$ cat config.mk
export PLATFORM = sky130hd
export DESIGN_NAME = alu_regfile_datapath_flat
export DESIGN_NICKNAME = d
export VERILOG_FILES = /design/src/rtl/alu_regfile_datapath_pkg.sv /design/src/rtl/alu_regfile_datapath_if.sv /design/src/rtl/alu_regfile_datapath_alu8.sv /design/src/rtl/alu_regfile_datapath.sv /design/src/flat_wrapper.sv
export SDC_FILE = /design/constraint.sdc
export NUM_CORES = 1
export LEC_CHECK = 0
export ABC_AREA = 1
export BUFFER_PORTS_ARGS = -buffer_cell sky130_fd_sc_hd__clkbuf_2
export CAP_MARGIN = 10
export CORE_ASPECT_RATIO = 1.4
export CORE_MARGIN = 5
export CORE_UTILIZATION = 48
export CTS_BUF_LIST = sky130_fd_sc_hd__clkbuf_8
export CTS_CLUSTER_DIAMETER = 200
export DETAILED_ROUTE_END_ITERATION = 16
export PLACE_DENSITY = 0.76
export SLEW_MARGIN = 20
export SYNTH_ARGS = -nofsm -noshare
export SYNTH_HDL_FRONTEND = slang
export SYNTH_HIERARCHICAL = 1
export SYNTH_SLANG_ARGS = --single-unit
$ cat constraint.sdc
create_clock -name clk -period 5.9 [get_ports clk]
set_input_delay 1.18 -clock clk [delete_from_list [all_inputs] [get_ports clk]]
set_output_delay 1.18 -clock clk [all_outputs]
set_load 0.05 [all_outputs]
$ cat src/rtl/alu_regfile_datapath_pkg.sv
// rtl/alu_regfile_datapath_pkg.sv - shared widths, ALU opcodes and source-select encodings
package alu_regfile_datapath_pkg;

    localparam int DATA_W_DEF = 8;
    localparam int ADDR_W_DEF = 4;

    localparam logic [3:0] ALU_ADD  = 4'h0;
    localparam logic [3:0] ALU_SUB  = 4'h1;
    localparam logic [3:0] ALU_AND  = 4'h2;
    localparam logic [3:0] ALU_OR   = 4'h3;
    localparam logic [3:0] ALU_XOR  = 4'h4;
    localparam logic [3:0] ALU_NOT  = 4'h5;
    localparam logic [3:0] ALU_SHL  = 4'h6;
    localparam logic [3:0] ALU_SHR  = 4'h7;
    localparam logic [3:0] ALU_PASA = 4'h8;
    localparam logic [3:0] ALU_PASB = 4'h9;
    localparam logic [3:0] ALU_INC  = 4'hA;
    localparam logic [3:0] ALU_DEC  = 4'hB;
    localparam logic [3:0] ALU_SLT  = 4'hC;
    localparam logic [3:0] ALU_SEQ  = 4'hD;
    localparam logic [3:0] ALU_NEG  = 4'hE;
    localparam logic [3:0] ALU_CLR  = 4'hF;

    // Select encodings shared by the write-back and operand muxes
    localparam logic SRC_ALU = 1'b0;
    localparam logic SRC_EXT = 1'b1;

endpackage

$ cat src/rtl/alu_regfile_datapath_if.sv
// rtl/alu_regfile_datapath_if.sv - decoder-to-datapath control and status bundle
interface alu_regfile_datapath_if
    import alu_regfile_datapath_pkg::*;
#(
    parameter int DATA_W = DATA_W_DEF,
    parameter int ADDR_W = ADDR_W_DEF
);
    logic              writeEnable;
    logic              writeSourceSelect;
    logic              muxASelect;
    logic              muxBSelect;
    logic [DATA_W-1:0] extInputData;
    logic [ADDR_W-1:0] destAddress;
    logic [ADDR_W-1:0] aAddress;
    logic [ADDR_W-1:0] bAddress;
    logic [3:0]        aluOpCode;
    logic              halt;
    logic [DATA_W-1:0] R15_out;
    logic              haltCondition;

    // Decoder side drives controls and observes status
    modport master (
        output writeEnable, writeSourceSelect, muxASelect, muxBSelect,
        output extInputData, destAddress, aAddress, bAddress, aluOpCode, halt,
        input  R15_out, haltCondition
    );

    // Datapath side
    modport slave (
        input  writeEnable, writeSourceSelect, muxASelect, muxBSelect,
        input  extInputData, destAddress, aAddress, bAddress, aluOpCode, halt,
        output R15_out, haltCondition
    );
endinterface

$ cat src/rtl/alu_regfile_datapath_alu8.sv
// rtl/alu_regfile_datapath_alu8.sv - combinational 16-function ALU with zero flag
module alu8
    import alu_regfile_datapath_pkg::*;
#(
    parameter int DATA_W = DATA_W_DEF
) (
    input  logic [DATA_W-1:0] a,
    input  logic [DATA_W-1:0] b,
    input  logic [3:0]        op,
    output logic [DATA_W-1:0] result,
    output logic              zero
);
    // Function select; all arithmetic wraps at the data width
    always_comb begin
        result = '0;
        unique case (op)
            ALU_ADD:  result = a + b;
            ALU_SUB:  result = a - b;
            ALU_AND:  result = a & b;
            ALU_OR:   result = a | b;
            ALU_XOR:  result = a ^ b;
            ALU_NOT:  result = ~a;
            ALU_SHL:  result = {a[DATA_W-2:0], 1'b0};
            ALU_SHR:  result = {1'b0, a[DATA_W-1:1]};
            ALU_PASA: result = a;
            ALU_PASB: result = b;
            ALU_INC:  result = a + DATA_W'(1);
            ALU_DEC:  result = a - DATA_W'(1);
            ALU_SLT:  result = {{(DATA_W-1){1'b0}}, (a < b)};
            ALU_SEQ:  result = {{(DATA_W-1){1'b0}}, (a == b)};
            ALU_NEG:  result = ~a + DATA_W'(1);
            ALU_CLR:  result = '0;
            default:  result = '0;
        endcase
    end

    // Zero flag feeds the decoder's conditional halt
    always_comb begin
        zero = (result == '0);
    end
endmodule

$ cat src/rtl/alu_regfile_datapath.sv
// rtl/alu_regfile_datapath.sv - register file, operand/write-back muxes and ALU
module alu_regfile_datapath
    import alu_regfile_datapath_pkg::*;
#(
    parameter int DATA_W = DATA_W_DEF,
    parameter int ADDR_W = ADDR_W_DEF
) (
    input  logic                  clk,
    input  logic                  rst,
    alu_regfile_datapath_if.slave dp
);
    localparam int NREG = 1 << ADDR_W;

    logic [DATA_W-1:0] regs [NREG];
    logic [DATA_W-1:0] op_a;
    logic [DATA_W-1:0] op_b;
    logic [DATA_W-1:0] alu_result;
    logic              alu_zero;
    logic [DATA_W-1:0] wb_data;

    // Combinational read ports with immediate substitution; reads see pre-edge contents
    always_comb begin
        op_a = (dp.muxASelect == SRC_EXT) ? dp.extInputData : regs[dp.aAddress];
        op_b = (dp.muxBSelect == SRC_EXT) ? dp.extInputData : regs[dp.bAddress];
    end

    alu8 #(
        .DATA_W (DATA_W)
    ) u_alu (
        .a      (op_a),
        .b      (op_b),
        .op     (dp.aluOpCode),
        .result (alu_result),
        .zero   (alu_zero)
    );

    // Write-back source select
    always_comb begin
        wb_data = (dp.writeSourceSelect == SRC_EXT) ? dp.extInputData : alu_result;
    end

    // Single write port; halt freezes all architectural state, reset clears every entry
    always_ff @(posedge clk or negedge rst) begin
        if (!rst) begin
            for (int i = 0; i < NREG; i++) begin
                regs[i] <= '0;
            end
        end else if (dp.writeEnable && !dp.halt) begin
            regs[dp.destAddress] <= wb_data;
        end
    end

    // Status outputs straight from the register array and the ALU
    always_comb begin
        dp.R15_out       = regs[NREG-1];
        dp.haltCondition = alu_zero;
    end
endmodule

$ cat src/flat_wrapper.sv
// flat-port wrapper written by rule: the top's interface ports become plain ports
module alu_regfile_datapath_flat import alu_regfile_datapath_pkg::*;
#(
    parameter int DATA_W = DATA_W_DEF,
    parameter int ADDR_W = ADDR_W_DEF
)
  (clk, rst, dp_writeEnable, dp_writeSourceSelect, dp_muxASelect, dp_muxBSelect, dp_extInputData, dp_destAddress, dp_aAddress, dp_bAddress, dp_aluOpCode, dp_halt, dp_R15_out, dp_haltCondition);
  alu_regfile_datapath_if #(.DATA_W(DATA_W), .ADDR_W(ADDR_W)) dp_i ();
  input  logic clk;
  input  logic rst;
  input wire logic [$bits(dp_i.writeEnable)-1:0] dp_writeEnable;
  input wire logic [$bits(dp_i.writeSourceSelect)-1:0] dp_writeSourceSelect;
  input wire logic [$bits(dp_i.muxASelect)-1:0] dp_muxASelect;
  input wire logic [$bits(dp_i.muxBSelect)-1:0] dp_muxBSelect;
  input wire logic [$bits(dp_i.extInputData)-1:0] dp_extInputData;
  input wire logic [$bits(dp_i.destAddress)-1:0] dp_destAddress;
  input wire logic [$bits(dp_i.aAddress)-1:0] dp_aAddress;
  input wire logic [$bits(dp_i.bAddress)-1:0] dp_bAddress;
  input wire logic [$bits(dp_i.aluOpCode)-1:0] dp_aluOpCode;
  input wire logic [$bits(dp_i.halt)-1:0] dp_halt;
  output wire logic [$bits(dp_i.R15_out)-1:0] dp_R15_out;
  output wire logic [$bits(dp_i.haltCondition)-1:0] dp_haltCondition;
  assign dp_i.writeEnable = dp_writeEnable;
  assign dp_i.writeSourceSelect = dp_writeSourceSelect;
  assign dp_i.muxASelect = dp_muxASelect;
  assign dp_i.muxBSelect = dp_muxBSelect;
  assign dp_i.extInputData = dp_extInputData;
  assign dp_i.destAddress = dp_destAddress;
  assign dp_i.aAddress = dp_aAddress;
  assign dp_i.bAddress = dp_bAddress;
  assign dp_i.aluOpCode = dp_aluOpCode;
  assign dp_i.halt = dp_halt;
  assign dp_R15_out = dp_i.R15_out;
  assign dp_haltCondition = dp_i.haltCondition;
  alu_regfile_datapath #(.DATA_W(DATA_W), .ADDR_W(ADDR_W)) u_core (.clk(clk), .rst(rst), .dp(dp_i));
endmodule
# Word level (Yosys, flattened, before mapping)
# Cells that the tools add are included.
# Widths: inputs -> output; s select.
# word_totals
inputBits	31
register_bits	128
out_inout_bits	9
wordCells	67
# op_classes
magnitude_cmp	5
mux	13
reduce_logical	5
n_bitwise	7
add_sub_neg	5
n_eq_ne	16
# ops
op	count
$bwmux 128	1
$pmux 8 s16	1
$bmux 8 s4	2
$mux 8	8
$demux 8 s4	1
$eq 4x4->1 const B	8
$add 8x1->8 const B	2
$eq 4x3->1 const B	4
$ge 5x5->1 const B	3
$not 4->5	3
$add 8x8->8	1
$and 8x8->8	1
$eq 4x2->1 const B	2
$eq 8x8->1	1
$logic_not 8->1	1
$lt 8x8->1	1
$not 8->8	1
$or 8x8->8	1
$sub 8x1->8 const B	1
$sub 8x8->8	1
$xor 8x8->8	1
$lt 5x1->1 const B	1
$eq 4x1->1 const B	1
$logic_not 4->1	1
other kinds (2)	3

# Depth between registers and ports, before layout
# depth
word_depth	10
ltp_mapped	30
mapped_depth_nobuf	28

# Hierarchy
# Netlist, hierarchy kept.
# modules_own_cells
mod	seq_area_each_um2	area_each_um2	instances	cells_per_inst
alu_regfile_datapath	3203.1	7368.3	1	1093
alu8	0.0	2160.8	1	407

# Worst setup path before layout
# Ideal clock, no wire load.
# synth_timing
path_kind	input -> output
from	input dp_bAddress[0]
to	output dp_haltCondition
required_ps	4720
path_stages	23
setup_slack_ps	347
t_arrival_ps	4373
path_cell_list	inv_2 -> clkbuf_1 -> nand2_1 -> nand3_1 -> nand3_1 -> nand2_1 -> nand2_1 -> nand2_1 -> nand2_1 -> nand2_1 -> inv_1 -> ha_1 -> or2_2 -> nand3_1 -> ha_1 -> a21oi_1 -> o211ai_1 -> xor2_1 -> nand2_1 -> nand3b_1 -> nor2_1 -> nand2_1 -> nor2_1
# synth_via
elab_chain_cells	8
# synth_rtl
element	line_no	source
from (decl)	flat_wrapper.sv:18	input wire logic [$bits(dp_i.bAddress)-1:0] dp_bAddress;
$not 4->5 (not written as such) (*)	alu_regfile_datapath.sv:24	op_b = (dp.muxBSelect == SRC_EXT) ? dp.extInputData : regs[dp.bAddress];
$bmux 8 s4 (*)	alu_regfile_datapath.sv:24	
$mux 8 (not written as such) (*) (2 in series)	alu_regfile_datapath.sv:24	
$mux 8 (*)	alu_regfile_datapath.sv:24	
net u_core.op_b[0]	alu_regfile_datapath.sv:16	logic [DATA_W-1:0] op_b;
$sub 8x8->8 or $add 8x8->8 (tied branches)	alu_regfile_datapath_alu8.sv:18, alu_regfile_datapath_alu8.sv:17	
$pmux 8 s16 (*)	alu_regfile_datapath_alu8.sv:16	unique case (op)
net u_core.alu_result[5]	alu_regfile_datapath.sv:17	logic [DATA_W-1:0] alu_result;
$logic_not 8->1 (*)	alu_regfile_datapath_alu8.sv:39	zero = (result == '0);
to (decl)	flat_wrapper.sv:22	output wire logic [$bits(dp_i.haltCondition)-1:0] dp_haltCondition;
# The timed path passes the listed nets; every way through them passes the cells marked *. The select of a mux whose other input is x is not followed.

# Worst setup path in the final report
# layout_timing
from	input dp_bAddress[1]
to	output dp_haltCondition
# layout_via
elab_chain_cells	8
# layout_rtl
element	line_no
$not 4->5 (not written as such) (*)	alu_regfile_datapath.sv:24
$bmux 8 s4 (*)	alu_regfile_datapath.sv:24
$mux 8 (not written as such) (*) (2 in series)	alu_regfile_datapath.sv:24
$mux 8 (*)	alu_regfile_datapath.sv:24
net u_core.op_b[5]	alu_regfile_datapath.sv:16
$lt 8x8->1 or $eq 8x8->1 (tied branches)	alu_regfile_datapath_alu8.sv:29, alu_regfile_datapath_alu8.sv:30
$pmux 8 s16 (*)	alu_regfile_datapath_alu8.sv:16
net u_core.alu_result[0]	alu_regfile_datapath.sv:17
$logic_not 8->1 (*)	alu_regfile_datapath_alu8.sv:39
# Marked as above.

==> results.py <==
metrics = {
    "synth": {
        "synth_area_um2": 9530,
        "syn_nets": 1566,
        "yosysSeqAreaShare_pct": 33.6,
        "synth.yosys.warnings": 6,
        "syn_inst": 1500,
        "synth-xor-area-share_pct": 0.827,
        "ys_async_sr_fraction_pct": 100,
        "synth_edf_count": 0,
        "yosys.area_share.simple_pct": 43.7,
        "synth_fa_ha_area_share_pct": 4.75,
        "synthMuxAreaShare_pct": 0.840,
        "syn-mean-instance-area_um2": 6.35,
        "yosysTopAreaCell": "dfrtp_1",
        "synth_area_leaders": "dfrtp_1 34%, nand2_1 26%, nand3_1 13%",
        "ys_ff_latch": 128,
        "synth_top_family_by_area": "simple AND/OR/NAND/NOR gates",
        "synth_compound_area_share_pct": 9.15,
        "synthFlopType": "dfrtp_1",
        "yosysTopAreaCellShare_pct": 33.6,
        "yosysUniqueCellTypes": 41,
    },
    "global_routing": {
        "grt-ovfl-total": 0,
        "grt_busiest_layer": "met2",
        "grtUsageTotal_pct": 28.5,
        "use_met1_pct": 33.1,
        "antenna_found_initial": 0,
        "first_global_vias": 9749,
        "grt_max_degree": 77,
        "grt_pass1_wl_um": 51000,
        "use_met2_pct": 47.1,
        "use_met3_pct": 4.23,
    },
    "timing": {
        "drv_slew": 0,
        "clock_skew_ns": 0.0145,
        "setup_tns_ns": 0,
        "max_freq_mhz": 177,
        "hold_viol_final": 0,
        "period_share_pct": 96.0,
        "min_period_ns": 5.66,
        "worst-slew-pin-transition_ns": 0.965,
        "slew_headroom_pct": 35.6,
        "worst_hold_slack_ns": 0.514,
        "setup_viol": 0,
    },
    "clocking": {
        "htreeDepth": 4,
        "clk_latency_ns": 0.46,
        "cts_sinks": 128,
        "clkTransAtPathRegs_ns": 0.07,
        "clockBufferDepth": 2,
        "cts_buffers": 17,
        "cts_tree": "done",
        "cts_root_buffer": "clkbuf_8",
    },
    "pwr": {
        "peakVddDrop_mv": 0.137,
        "p_leak_nw": 5.42,
        "power_density_nw_per_um2": 288,
        "sw_frac_of_total_pct": 37.5,
        "power_frac_clock_pct": 29.5,
        "power.switching_mw": 1.17,
        "combPwrFrac_pct": 31.5,
        "seq_power_share_pct": 39.1,
        "intPower_mw": 1.95,
        "finalPower_mw": 3.12,
    },
    "worst_hold_path": {
        "hp-start": "u_core/regs[33]",
        "hold_path_class": "register to register",
    },
    "setup_path": {
        "crit_required_ns": 4.72,
        "slowest_delay_ns": 0.35,
        "cp_common_cell": "nand2_1",
        "timing.critical_path.from": "dp_bAddress[1]",
        "cp-end-kind": "primary output",
        "cp_max_fo": 16,
        "critPathKind": "input port to primary output",
        "cpMaxStageDelayCell": "ha_1",
        "critPathLaunchType": "input port",
        "cp.arrival_ns": 4.48,
        "timing.rr.start": "u_core/regs[49]",
        "path_cells": "clkbuf_2, clkinvlp_4, buf_12, clkbuf_16, nand3_1, nand3_1, nand2_1, nand2_1, nand2_1, nand2_1, nand2_1, inv_1, ha_1, nor2_1, nand2_1, nand3b_1, nand3_1, nand4_1, nor2_1, nand3_1, nor2_1, nand2_1, nor2_2, buf_12",
    },
    "place": {
        "routabilityCongestion": 1.01,
        "placed_area_um2": 10100,
        "io_buffers": 39,
        "post-dp-hpwl_um": 22800,
    },
    "job": {
        "maxCapViolCount": 0,
    },
    "outcome": {
        "status": "complete, no violations",
    },
    "layout": {
        "drive_above_1_share_pct": 10.4,
        "num_antenna_cells": 0,
        "layout-area-overhead-vs-synth_pct": 13.8,
        "final_cell_mix": "653 x nand2_1, 241 x nand3_1, 139 x o21ai_0, 128 x dfrtp_1, 67 x inv_1",
        "nets": 1594,
        "final_area_um2": 10800,
        "final_common_cell": "nand2_1",
    },
    "route": {
        "vias_per_cell": 5.86,
        "drc": 0,
        "drt_iter0_markers": 1396,
        "wire_per_inst_um": 18.9,
        "dr.pass1.iters": 7,
        "drt-total-wl_um": 34000,
        "drtAntennaViolNets": 0,
        "vias": 10500,
    },
    "floorplan": {
        "start_util_pct": 48.4,
        "core_um2": 19700,
        "die-area_um2": 22800,
        "design.portCount": 40,
        "die_h_um": 177,
        "die_w_um": 129,
        "fp-row-count": 61,
    },
}
## critical path, delay by kind of cell
kind / cells / cell delay [ns]
buffers and inverters: 6 / 0.86
AND/OR/NAND/NOR: 17 / 2.09
adder cells (fa/ha/maj): 1 / 0.35
## flip-flops by register name (all words and copies together) (netlist names)
signal	cells
u_core/regs	120
u_core/dp.R15_out	8
## final timing paths
path	to	slack [ns]	depth (start not counted)
worst min register to register	u_core/regs[33]	0.51	2
min in group asynchronous	u_core/regs[69]	0.85	1
worst max-delay path	dp_haltCondition	0.24	24
worst min-delay path	u_core/regs[33]	0.51	2
max in group asynchronous	u_core/regs[34]	3.78	2
worst max register to register	u_core/regs[87]	2.22	27
## metrics by stage
step	worst slack [ns]	instances	util, %
after floorplan	0.347	1500	-
after global placement	0.117	1754	51.4
after detailed placement	0.198	1754	51.4
after CTS	0.166	1785	53.8
after global routing	-0.0109	1792	55.1
final	0.236	1792	55.1
## cells in the mapped netlist, drive strengths merged (2+ instances only)
| cell | count |
|---|---|
| nand2 | 661 |
| nand3 | 243 |
| o21ai | 145 |
| dfrtp | 128 |
| inv | 77 |
| nor2 | 64 |
| buf | 49 |
| clkbuf | 34 |
| ha | 33 |
| a21oi | 10 |
| mux2i | 8 |
| nand4 | 8 |
| nor3 | 8 |
| nand3b | 6 |
| xor2 | 6 |
| o211ai | 4 |
| or2 | 3 |
| xnor2 | 3 |
| fa | 2 |
## power by group through the flow
| stage | Sequential, mW | Clock, mW | Combinational, mW |
|---|---|---|---|
| 3_5_place_dp | 1.23 | 0 | 0.929 |
| 5_1_grt | 1.24 | 0.959 | 1.09 |
| 4_1_cts | 1.21 | 0.922 | 0.932 |
| 3_3_place_gp | 1.23 | 0 | 0.907 |
| 2_1_floorplan | 1.18 | 0 | 0.670 |
| 6_report | 1.22 | 0.921 | 0.983 |
## cells by family (layout without fill, tap and decap cells)
kind of cell | count (synthesis) | after routing
AND/OR/NAND/NOR | 994 | 994
AO/OA/AOI/OAI | 166 | 166
multiplexers | 8 | 8
flip-flops | 128 | 128
buffers and inverters | 160 | 200
adder cells (fa/ha/maj) | 35 | 35
XOR/XNOR | 9 | 9
## what timing repair did
action	in CTS	in global routing
buffers inserted	0	1
gates resized for setup	0	25
setup endpoints to repair	0	1
hold buffers	0	0
## layout make-up
class,count,area (um^2)
sequential,128,3200
tap,252,315
timing repair buffer,92,843
multi-input combinational,1212,5700
inverter,77,307
fill,1954,8850
clock inverter,14,240
clock buffer,17,234
## layer usage
metal  part of all wire [%]  vias to the layer above  wire, um
met5                      0                        -         0
met1                     35                     4746     12000
met3                    8.9                      185      3010
met2                     48                      663     16100
met4                    8.4                        0      2860
li1                       -                     4902         -
Power figures use the tool's default switching activity.
